File: src/rtl/mips32_prog_loader_if.sv
`default_nettype none
// ============================================================================
//  Module      : mips32_prog_loader_if
//  Description : Host byte stream plus memory write port of the pipe_MIPS32
//                program loader. The master modport is the loader itself
//                (it masters the memory write bus and answers the stream);
//                the slave modport is the host link / memory side.
//  Revision    : 1.0 - initial release
// ============================================================================
interface mips32_prog_loader_if #(
    parameter int ADDR_W = 10
);
    logic              s_valid;
    logic              s_ready;
    logic [7:0]        s_data;
    logic              mem_we;
    logic [ADDR_W-1:0] mem_addr;
    logic [31:0]       mem_wdata;

    modport master (
        input  s_valid,
        input  s_data,
        output s_ready,
        output mem_we,
        output mem_addr,
        output mem_wdata
    );

    modport slave (
        output s_valid,
        output s_data,
        input  s_ready,
        input  mem_we,
        input  mem_addr,
        input  mem_wdata
    );
endinterface
`default_nettype wire

File: src/rtl/mips32_prog_loader.sv
`default_nettype none
// ============================================================================
//  Module      : mips32_prog_loader
//  Description : Writer side of the pipe_MIPS32 instruction/data memory.
//                Takes a big-endian frame LEN[15:8], LEN[7:0], 4*LEN payload
//                bytes (MSB first per word) and an optional XOR check byte,
//                writes each assembled word to memory one cycle after its
//                4th byte, and releases the CPU (cpu_run) once the image is
//                complete.
//                Build option LOADER_CHKSUM_EN: when defined a trailing CHK
//                byte (XOR of all prior frame bytes) is required and checked;
//                when undefined the frame ends after the last payload word.
//  Revision    : 1.0 - initial release
// ============================================================================
module mips32_prog_loader #(
    parameter int ADDR_W    = 10,
    parameter int BASE_ADDR = 0,
    parameter int MAX_WORDS = 1024
) (
    input  wire logic                   clk1,
    input  wire logic                   rst,
    mips32_prog_loader_if.master        bus,
    output logic [15:0]                 words_done,
    output logic                        busy,
    output logic                        done,
    output logic                        err,
    output logic                        cpu_run
);

    // FSM encoding
    localparam logic [2:0] c_st_hdr0 = 3'd0;
    localparam logic [2:0] c_st_hdr1 = 3'd1;
    localparam logic [2:0] c_st_data = 3'd2;
    localparam logic [2:0] c_st_chk  = 3'd3;
    localparam logic [2:0] c_st_done = 3'd4;
    localparam logic [2:0] c_st_err  = 3'd5;
    // One-cycle settle after the final write so the CPU is only released
    // once the last word has landed in memory (no-checksum build only).
    localparam logic [2:0] c_st_fin  = 3'd6;

    localparam logic [ADDR_W-1:0] c_base      = ADDR_W'(BASE_ADDR);
    localparam logic [16:0]       c_max_words = 17'(MAX_WORDS);

    logic [2:0]        r_state;
    logic [7:0]        r_hdr_hi;
    logic [15:0]       r_len;
    logic [23:0]       r_asm;
    logic [1:0]        r_byte_cnt;
    logic              r_mem_we;
    logic [ADDR_W-1:0] r_mem_addr;
    logic [31:0]       r_mem_wdata;

    logic              w_ready;
    logic              w_acc;
    logic [15:0]       w_len;
    logic              w_len_big;
    logic              w_last_word;
    logic [ADDR_W-1:0] w_word_addr;

    // Byte-acceptance handshake and header/word decode helpers
    always_comb begin
        w_ready     = 1'b0;
        if (!rst) begin
            w_ready = (r_state == c_st_hdr0) || (r_state == c_st_hdr1) ||
                      (r_state == c_st_data) || (r_state == c_st_chk);
        end
        w_acc       = bus.s_valid && w_ready;
        w_len       = {r_hdr_hi, bus.s_data};
        w_len_big   = {1'b0, w_len} > c_max_words;
        // words_done doubles as the index of the word being assembled
        w_last_word = (words_done + 16'd1) == r_len;
        w_word_addr = c_base + ADDR_W'(words_done);
    end

    assign bus.s_ready   = w_ready;
    assign bus.mem_we    = r_mem_we;
    assign bus.mem_addr  = r_mem_addr;
    assign bus.mem_wdata = r_mem_wdata;

`ifdef LOADER_CHKSUM_EN
    logic [7:0] r_xor;

    // Running XOR over every frame byte ahead of the check byte
    always_ff @(posedge clk1 or posedge rst) begin
        if (rst) begin
            r_xor <= 8'h00;
        end else if (w_acc && (r_state != c_st_chk)) begin
            r_xor <= r_xor ^ bus.s_data;
        end
    end
`endif

    // Frame FSM, word assembly and the registered memory write port
    always_ff @(posedge clk1 or posedge rst) begin
        if (rst) begin
            r_state     <= c_st_hdr0;
            r_hdr_hi    <= 8'h00;
            r_len       <= 16'h0000;
            r_asm       <= 24'h000000;
            r_byte_cnt  <= 2'd0;
            r_mem_we    <= 1'b0;
            r_mem_addr  <= '0;
            r_mem_wdata <= 32'h0000_0000;
            words_done  <= 16'h0000;
        end else begin
            r_mem_we <= 1'b0;
            case (r_state)
                c_st_hdr0: begin
                    if (w_acc) begin
                        r_hdr_hi <= bus.s_data;
                        r_state  <= c_st_hdr1;
                    end
                end
                c_st_hdr1: begin
                    if (w_acc) begin
                        r_len <= w_len;
                        if (w_len_big) begin
                            r_state <= c_st_err;
                        end else if (w_len == 16'h0000) begin
`ifdef LOADER_CHKSUM_EN
                            r_state <= c_st_chk;
`else
                            r_state <= c_st_done;
`endif
                        end else begin
                            r_state <= c_st_data;
                        end
                    end
                end
                c_st_data: begin
                    if (w_acc) begin
                        r_asm      <= {r_asm[15:0], bus.s_data};
                        r_byte_cnt <= r_byte_cnt + 2'd1;
                        if (r_byte_cnt == 2'd3) begin
                            r_mem_we    <= 1'b1;
                            r_mem_wdata <= {r_asm, bus.s_data};
                            r_mem_addr  <= w_word_addr;
                            words_done  <= words_done + 16'd1;
                            if (w_last_word) begin
`ifdef LOADER_CHKSUM_EN
                                r_state <= c_st_chk;
`else
                                r_state <= c_st_fin;
`endif
                            end
                        end
                    end
                end
`ifdef LOADER_CHKSUM_EN
                c_st_chk: begin
                    if (w_acc) begin
                        r_state <= (bus.s_data == r_xor) ? c_st_done : c_st_err;
                    end
                end
`endif
                c_st_fin: begin
                    r_state <= c_st_done;
                end
                c_st_done: begin
                    r_state <= c_st_done;
                end
                c_st_err: begin
                    r_state <= c_st_err;
                end
                default: begin
                    r_state <= c_st_err;
                end
            endcase
        end
    end

    // Status decode; cpu_run follows the async-reset state register directly
    always_comb begin
        busy    = (r_state == c_st_hdr0) || (r_state == c_st_hdr1) ||
                  (r_state == c_st_data) || (r_state == c_st_chk)  ||
                  (r_state == c_st_fin);
        done    = (r_state == c_st_done);
        err     = (r_state == c_st_err);
        cpu_run = (r_state == c_st_done);
    end

endmodule
`default_nettype wire

File: src/flat_wrapper.sv
// flat-port wrapper written by rule: the top's interface ports become plain ports
module mips32_prog_loader_flat 
#(
    parameter int ADDR_W    = 10,
    parameter int BASE_ADDR = 0,
    parameter int MAX_WORDS = 1024
)
  (clk1, rst, words_done, busy, done, err, cpu_run, bus_s_valid, bus_s_data, bus_s_ready, bus_mem_we, bus_mem_addr, bus_mem_wdata);
  mips32_prog_loader_if #(.ADDR_W(ADDR_W)) bus_i ();
  input  wire logic clk1;
  input  wire logic rst;
  output logic [15:0] words_done;
  output logic busy;
  output logic done;
  output logic err;
  output logic cpu_run;
  input wire logic [$bits(bus_i.s_valid)-1:0] bus_s_valid;
  input wire logic [$bits(bus_i.s_data)-1:0] bus_s_data;
  output wire logic [$bits(bus_i.s_ready)-1:0] bus_s_ready;
  output wire logic [$bits(bus_i.mem_we)-1:0] bus_mem_we;
  output wire logic [$bits(bus_i.mem_addr)-1:0] bus_mem_addr;
  output wire logic [$bits(bus_i.mem_wdata)-1:0] bus_mem_wdata;
  assign bus_i.s_valid = bus_s_valid;
  assign bus_i.s_data = bus_s_data;
  assign bus_s_ready = bus_i.s_ready;
  assign bus_mem_we = bus_i.mem_we;
  assign bus_mem_addr = bus_i.mem_addr;
  assign bus_mem_wdata = bus_i.mem_wdata;
  mips32_prog_loader #(.ADDR_W(ADDR_W), .BASE_ADDR(BASE_ADDR), .MAX_WORDS(MAX_WORDS)) u_core (.clk1(clk1), .rst(rst), .bus(bus_i), .words_done(words_done), .busy(busy), .done(done), .err(err), .cpu_run(cpu_run));
endmodule
File: config.mk
export PLATFORM = sky130hd
export DESIGN_NAME = mips32_prog_loader_flat
export DESIGN_NICKNAME = d
export VERILOG_FILES = /design/src/rtl/mips32_prog_loader_if.sv /design/src/rtl/mips32_prog_loader.sv /design/src/flat_wrapper.sv
export SDC_FILE = /design/constraint.sdc
export NUM_CORES = 1
export LEC_CHECK = 0
export BUFFER_PORTS_ARGS = -buffer_cell sky130_fd_sc_hd__buf_2
export CORE_ASPECT_RATIO = 1.2
export CORE_MARGIN = 4
export CORE_UTILIZATION = 45
export DETAILED_ROUTE_END_ITERATION = 6
export PLACE_DENSITY = 0.7
export SYNTH_ARGS = -nofsm -noshare
export SYNTH_HDL_FRONTEND = slang
export SYNTH_SLANG_ARGS = --single-unit
File: constraint.sdc
create_clock -name clk1 -period 4.9 [get_ports clk1]
set_input_delay 0.98 -clock clk1 [delete_from_list [all_inputs] [get_ports clk1]]
set_output_delay 0.98 -clock clk1 [all_outputs]
set_load 0.01 [all_outputs]
Word-level counts from Yosys, hierarchy flattened
Index checks and enable logic that the tools add are counted.
{"block": "word_totals", "in_bits": 11, "regBits": 112, "romBits": 0, "ram_bits": 0, "latchBits": 0, "out_inout_bits": 64, "mem_count": 0, "elab_cells": 50}
{"block": "classes", "addsub": 2, "n_div": 0, "n_reduce_logical": 13, "n_lt_le_gt_ge": 1, "n_mul": 0, "mux": 12, "n_shift": 0, "n_eq_ne": 13, "bitwise_logic": 0}
{"cell": "3-bit two-way mux", "count": 7}
{"cell": "16-bit by 1-bit adder with 16-bit output, second input constant", "count": 1}
{"cell": "16-bit == test", "count": 1}
{"cell": "16-bit by 11-bit > comparator with 1-bit output, second input constant", "count": 1}
{"cell": "16-bit logical NOT", "count": 1}
{"cell": "3-bit one-hot mux with 4 select lines", "count": 1}
{"cell": "2-bit by 1-bit inequality test with 1-bit output, second input constant", "count": 5}
{"cell": "3-bit == test, second input constant", "count": 3}
{"cell": "3-bit by 2-bit == test with 1-bit output, second input constant", "count": 2}
{"cell": "2-bit AND reduction", "count": 3}
{"cell": "5-bit AND reduction", "count": 1}
{"cell": "1-bit logical OR", "count": 4}
{"cell": "1-bit two-way mux", "count": 4}
{"cell": "3-bit by 1-bit == test with 1-bit output, second input constant", "count": 1}
{"cell": "3-bit logical NOT", "count": 1}
{"cell": "3-bit AND reduction", "count": 1}
{"cell": "2-bit by 1-bit adder with 2-bit output, second input constant", "count": 1}
{"cell": "2-bit == test, second input constant", "count": 1}
{"cell": "2-bit OR reduction", "count": 1}
{"cell": "1-bit logical AND", "count": 1}

Logic depth before layout (Yosys ltp)
Gate-level depths: netlist (run 1).
{"block": "logic_depth", "word_depth": 8, "depth_mapped": 8, "depth_no_buf": 7}

Least setup slack after synthesis (run 1)
OpenSTA, ideal clock, no wires.
{"block": "synth_path", "path_type": "input to register", "from": "in bus_s_valid", "to": "reg u_core.r_hdr_hi[0]", "path_slack_ps": 2645, "t_arrival_ps": 2127, "path_stages": 5, "required_ps": 4773, "setup_ps": 127, "n_path_buf": 1, "cell_sequence": "nor2b_1 -> and2_1 -> nor2b_1 -> clkbuf_1 -> mux2_1"}
{"block": "synth_between", "elab_chain_len": 2}
{"element": "from (decl)", "line": "flat_wrapper.sv:17", "rtl": "input wire logic [$bits(bus_i.s_valid)-1:0] bus_s_valid;"}
{"element": "1-bit logical AND", "line": "mips32_prog_loader.sv:67", "rtl": "w_acc = bus.s_valid && w_ready;"}
{"element": "2-bit AND reduction (no line)"}
{"element": "to (signal assigned)", "line": "mips32_prog_loader.sv:110", "rtl": "r_hdr_hi <= bus.s_data;"}
{"element": "to (decl)", "line": "mips32_prog_loader.sv:45", "rtl": "logic [7:0] r_hdr_hi;"}
Every way passes these cells.
A chain may end at the register's enable or synchronous reset.

Final worst setup path (run 1)
{"block": "layout_path", "from": "in rst", "to": "reg u_core.words_done[4]"}
{"block": "layout_between", "elab_chain_len": 3}
{"element": "from (decl)", "line": "flat_wrapper.sv:11", "rtl": "input wire logic rst;"}
{"element": "1-bit two-way mux", "line": "mips32_prog_loader.sv:63", "rtl": "if (!rst) begin"}
{"element": "1-bit logical AND", "line": "mips32_prog_loader.sv:67"}
{"element": "3-bit AND reduction (no line)"}
{"element": "to (signal assigned)", "line": "mips32_prog_loader.sv:138", "rtl": "words_done <= words_done + 16'd1;"}
{"element": "to (decl)", "line": "mips32_prog_loader.sv:23", "rtl": "output logic [15:0] words_done,"}
Every way passes these cells.

==> results of run 1 <==
==> critical path, delay by kind of cell <==
family,cells,cell delay [ps]
buffers and inverters,3,960
AND/OR/NAND/NOR,3,700
XOR/XNOR,1,160
==> power groups by stage <==
stage	Combinational [mW]	Clock, mW	Sequential [mW]
final	0.749	0.740	1.50
after global placement	0.739	0	1.51
after floorplan	0.486	0	1.50
after detailed placement	0.763	0	1.52
after global routing	0.844	0.795	1.55
after CTS	0.767	0.763	1.51
==> cells in the mapped netlist (6+ instances only) <==
cell      number  area, um^2
dfrtp_1      112        2800
nand3_1       10        50.1
nand4_1        9        56.3
xor2_1        13         114
mux2_2        29         327
buf_2          7        35.0
nor2_1        11        41.3
nand2_1      144         541
xnor2_1       28         245
mux2_1        20         225
clkbuf_1       6        22.5
==> logic make-up after synthesis <==
kind of cell	count (synthesis)
simple gates	199
xor+xnor	41
compound gates	15
fa+ha+maj	3
buf+inv	27
mux	50
flops	112
==> metrics by stage <==
step / instances / power, mW / cell area, um^2 / hold slack [ps] / setup WS (ps)
after floorplan: 447 / 1.99 / 4880 / 433 / 961
after global placement: 631 / 2.25 / 5320 / 453 / 2020
after detailed placement: 631 / 2.29 / 5320 / 457 / 1930
after CTS: 647 / 3.04 / 5620 / 474 / 2280
after global routing: 647 / 3.19 / 5620 / 493 / 2010
final: 647 / 2.99 / 5620 / 471 / 2290
==> worst max path at each step <==
stage                    startpoint                     end  slack (ps)  depth (start not counted)
2_1_floorplan                   rst  u_core.bus.mem_addr[0]         960                          1
3_3_place_gp                    rst    u_core.words_done[4]        2020                          7
3_5_place_dp                    rst    u_core.words_done[4]        1930                          7
4_1_cts                         rst    u_core.words_done[4]        2280                          7
5_1_grt        u_core.words_done[3]       u_core.r_state[2]        2010                          6
6_report                        rst    u_core.words_done[4]        2290                          7
==> registers in the layout, indices dropped and copies added, names as in the netlist <==
| register | flops |
|---|---|
| u_core.bus.mem_addr | 10 |
| u_core.bus.mem_we | 1 |
| u_core.r_state | 3 |
| u_core.r_hdr_hi | 8 |
| u_core.bus.mem_wdata | 32 |
| u_core.r_len | 16 |
| u_core.words_done | 16 |
| u_core.r_asm | 24 |
| u_core.r_byte_cnt | 2 |
==> cell type report <==
type | instances | area, um^2
inverter | 4 | 17.5
multi-input combinational | 308 | 1940
timing repair buffer | 78 | 400
clock inverter | 5 | 65.1
clock buffer | 11 | 233
tap | 129 | 161
sequential | 112 | 2800
fill | 941 | 4950
==> routing by layer <==
| metal | part of all wire, % | global-route usage, % | vias to the layer above |
|---|---|---|---|
| met1 | 43 | 22.6 | 1689 |
| li1 | - | - | 1611 |
| met3 | 3.7 | 2.12 | 15 |
| met4 | 2.1 | 7.45 | 0 |
| met2 | 51 | 28.9 | 80 |
| met5 | 0 | 0 | - |
==> impl_metrics.py, run 1 <==
metrics = {
    "run_status": {
        "status": "finished clean",
    },
    "clock_tree": {
        "numCtsBuffers": 9,
        "post_cts_resize_count": 0,
        "holdBufCountCts": 0,
        "clk_latency_ps": 350,
        "postCtsSetupBuffers": 0,
        "clkTransAtPathRegs_ps": 80,
        "cts_tree": "done",
        "cts_buffer_depth": 2,
        "clock_sinks": 112,
        "htreeDepth": 3,
        "cts_root_buffer": "clkbuf_16",
    },
    "synth": {
        "syn_area_per_cell_um2": 10.9,
        "synth_fa_ha_area_share_pct": 0.769,
        "synth_cell_types": 46,
        "ys_seq_area_share_pct": 57.4,
        "synthArstFlopShare_pct": 100,
        "synth_fp_nets": 461,
        "synth_compound_area_share_pct": 2.18,
        "synth_xor_area_share_pct": 7.36,
        "synth_edf_count": 0,
        "netlist_instances": 447,
        "yosys_warnings": 0,
        "synthSimpleGateAreaFrac_pct": 18.0,
        "synth.area.mux_share_pct": 11.5,
        "ys.flop_type": "dfrtp_1",
        "netlist_area_um2": 4880,
        "ys_seq_elements": 112,
        "synth_top_family_by_area": "simple AND/OR/NAND/NOR gates",
    },
    "flow_run": {
        "maxCapViolations": 0,
    },
    "place": {
        "post-dp-hpwl_um": 7110,
        "numPortBuffers": 74,
        "gp_congestion": 0.804,
    },
    "sta": {
        "tightest_slew_ps": 989,
        "fmax_ghz": 0.383,
        "maxSlewHeadroom_pct": 34.1,
        "period_share_pct": 53.3,
        "finalHoldViolCount": 0,
        "setup_tns_ps": 0,
        "rsz0062_at_grt": "false",
        "final-setup-viol-count": 0,
        "drv_slew": 0,
        "finalCriticalPeriod_ps": 2610,
        "skew_ps": 9.28,
    },
    "grt": {
        "antenna_found_initial": 0,
        "grt_pass1_wl_um": 16800,
        "grt_max_degree": 82,
        "grt_pass1_vias": 3368,
        "grt.total_usage_pct": 17.3,
        "grt-ovfl-total": 0,
    },
    "critical_path": {
        "required_ps": 5120,
        "cp_common_cell": "nand4_1",
        "slowest_stage": "inv_2",
        "path_cells": "buf_2, nor2b_1, nand4_1, buf_4, inv_2, nand4_1, xnor2_1",
        "slowest_delay_ps": 560,
        "cp-end-kind": "flop",
        "ff2ff_setup_slack_ps": 2310,
        "r2r-end": "u_core.r_state[2]",
        "regToRegStartpoint": "u_core.words_done[3]",
        "critPathKind": "in2reg",
        "reg2reg_depth": 6,
        "crit_arrival_ps": 2830,
        "path_max_fanout": 46,
        "critPathLaunchType": "input port",
    },
    "route": {
        "viasPerCell": 5.25,
        "vias": 3395,
        "drt_iter0_markers": 160,
        "antenna_left": 0,
        "wire_per_inst_um": 15.8,
        "drt_first_pass_iters": 4,
        "drc": 0,
        "routed_wirelength_um": 10200,
    },
    "pwr": {
        "power_density_nw_per_um2": 532,
        "p_leak_nw": 2.89,
        "combPwrFrac_pct": 25.0,
        "seq_power_share_pct": 50.2,
        "ir_worst_vdd_uv": 261,
        "p_sw_mw": 0.943,
        "p_int_mw": 2.05,
        "clock_power_share_pct": 24.7,
        "p_sw_share_pct": 31.5,
    },
    "layout": {
        "nets": 527,
        "final_common_cell": "nand2_1",
        "insertedDiodeCount": 0,
        "layout_common_cells": "144 x nand2_1, 112 x dfrtp_1, 74 x buf_2",
        "layout-drive-gt1-share_pct": 25.3,
        "area_growth_pct": 15.2,
        "fin_util_pct": 53.2,
    },
    "hold_path": {
        "hp-start": "u_core.r_asm[17]",
        "hold_end": "u_core.bus.mem_wdata[25]",
        "hp-class": "reg2reg",
        "holdPathStages": 2,
    },
    "die": {
        "die_w_um": 103,
        "core_area_um2": 10600,
        "die-area_um2": 12600,
        "ioPinCount": 75,
        "num_rows": 41,
        "start_util_pct": 46.2,
        "die_h_um": 122,
    },
}
No activity file was read; power rests on OpenSTA's default activity.
==> inputs of run 2 (changes only) <==
clock period = 2.7 ns   (was 4.9 ns; I/O delays follow)
==> run 2 against run 1 <==
Compared with the run above: wire length is 3.1% lower; first-iteration DRC count is 1.3% lower; final area is 1.1% higher; combinational power is 82% higher; setup slack worse by 1800 ps; register-to-register slack worse by 1800 ps; sequential share of layout area is 0.55 points lower; global-route usage is 0.70 points lower; power is 82% higher; clock power is 82% higher; non-clock buffer count is 4 higher; critical path depth stayed put.
==> impl_metrics.py, run 2 (synthesized netlist as in run 1, its figures left out) <==
metrics = {
    "critical_path": {
        "cp_common_cell": "nand3_1",
        "cp-end-kind": "flop",
        "critPathKind": "reg2reg",
        "crit_family": "simple AND/OR/NAND/NOR gates",
        "required_ps": 2960,
        "slowest_delay_ps": 540,
        "path_max_fanout": 8,
        "path_cells": "ha_1, nand3_1, or3_4, xnor2_1, a2111oi_0, nand3_1, a211oi_2",
        "crit_arrival_ps": 2490,
        "crit_buf_inv": 0,
        "critPathLaunchType": "flop",
        "slowest_stage": "dfrtp_1",
    },
    "sta": {
        "finalHoldViolCount": 0,
        "maxSlewHeadroom_pct": 54.1,
        "period_share_pct": 82.6,
        "finalCriticalPeriod_ps": 2230,
        "final-setup-viol-count": 0,
        "fmax_ghz": 0.448,
        "setup_slack_ps": 469,
        "drv_slew": 0,
        "setup_tns_ps": 0,
        "tightest_slew_ps": 686,
        "skew_ps": 6.03,
        "rsz0062_at_grt": "false",
    },
    "clock_tree": {
        "postCtsSetupBuffers": 0,
        "numCtsBuffers": 9,
        "cts_root_buffer": "clkbuf_16",
        "cts_buffer_depth": 2,
        "clock_sinks": 112,
        "cts_tree": "done",
        "clkTransAtPathRegs_ps": 70,
        "htreeDepth": 3,
        "post_cts_resize_count": 0,
        "holdBufCountCts": 0,
        "clk_latency_ps": 340,
    },
    "pwr": {
        "power_density_nw_per_um2": 955,
        "ir_worst_vdd_uv": 462,
        "p_leak_nw": 2.92,
    },
    "run_status": {
        "status": "finished clean",
    },
    "route": {
        "drt_first_pass_iters": 4,
        "routed_wirelength_um": 9920,
        "viasPerCell": 5.17,
        "drt_iter0_markers": 158,
        "antenna_left": 0,
        "drc": 0,
        "vias": 3364,
        "wire_per_inst_um": 15.2,
    },
    "layout": {
        "largest_reg_flops": 32,
        "fin_util_pct": 53.8,
        "layoutNonFillerInstCount": 651,
        "layout-drive-gt1-share_pct": 26.1,
        "area_growth_pct": 16.5,
        "layout_common_cells": "144 x nand2_1, 112 x dfrtp_1, 74 x buf_2",
        "final_common_cell": "nand2_1",
        "nets": 531,
        "insertedDiodeCount": 0,
        "final.fill_count": 936,
    },
    "grt": {
        "grt.total_usage_pct": 16.6,
        "antenna_found_initial": 0,
        "grt_pass1_vias": 3227,
        "grt_pass1_wl_um": 16200,
        "grt-ovfl-total": 0,
        "grt_max_degree": 113,
    },
    "die": {
        "die-area_um2": 12600,
        "die_w_um": 103,
        "die_h_um": 122,
        "num_rows": 41,
        "start_util_pct": 46.2,
        "ioPinCount": 75,
        "core_area_um2": 10600,
    },
    "hold_path": {
        "hp-class": "in2async",
    },
    "place": {
        "numPortBuffers": 74,
        "numPlacedInstances": 635,
        "post-dp-hpwl_um": 6880,
        "pre_cts_ws_ps": 501,
        "gp_congestion": 0.791,
    },
    "flow_run": {
        "maxCapViolations": 0,
    },
}
[run 2: cell types whose count changed in the layout (fill, tap and decap cells not counted)]
cell,change
inv_8,-2
clkbuf_1,-1
clkbuf_8,+1
buf_4,+2
inv_4,-1
clkinv_4,+1
buf_12,+2
inv_6,+2
[run 2: final cells by class]
class | count | area (um^2) | area share, %
multi-input cells | 308 | 1940 | 34.2
inverters | 4 | 18.8 | 0.330
repair buffers | 82 | 455 | 8.01
clock buffers | 11 | 243 | 4.27
flip-flops and latches | 112 | 2800 | 49.3
well taps | 129 | 161 | 2.84
clock inverters | 5 | 61.3 | 1.08
[run 2: worst paths after layout]
path	from	to	slack, ps	cells past startpoint
max reg2reg	u_core.words_done[0]	u_core.r_state[2]	470	7
min in group clk1	bus_s_data[0]	u_core.bus.mem_wdata[0]	460	3
min	rst	u_core.words_done[7]	370	3
max in group asynchronous	rst	u_core.words_done[15]	1880	3
min reg2reg	u_core.bus.mem_wdata[2]	u_core.bus.mem_wdata[2]	470	2
max	u_core.words_done[0]	u_core.r_state[2]	470	7
[run 2: through the flow]
stage                     area [um^2]  total power [mW]  hold slack (ps)
final                            5680              5.43              369
after global routing             5680              5.78              415
after CTS                        5680              5.51              409
after detailed placement         5380              4.14              454
after global placement           5380              4.07              448
after floorplan                  4880              3.61              433
[run 2: tightest hold or removal path: cells and delay by family]
| family | cells | cell delay, ps |
|---|---|---|
| buffers and inverters | 3 | 630 |
[run 2: power by group]
part	switching [mW]	total [mW]	internal [mW]	leakage [nW]
clock	0.598	1.35	0.753	0.151
combinational	0.644	1.36	0.714	1.33
sequential	0.447	2.72	2.28	1.44
[run 2: metal layers]
layer / GRT usage (%) / routed length, um / up-vias
met2: 27.4 / 4950 / 81
li1: - / - / 1616
met4: 5.34 / 113 / 0
met1: 21.7 / 4390 / 1660
met5: 0 / 0 / -
met3: 3.67 / 455 / 7
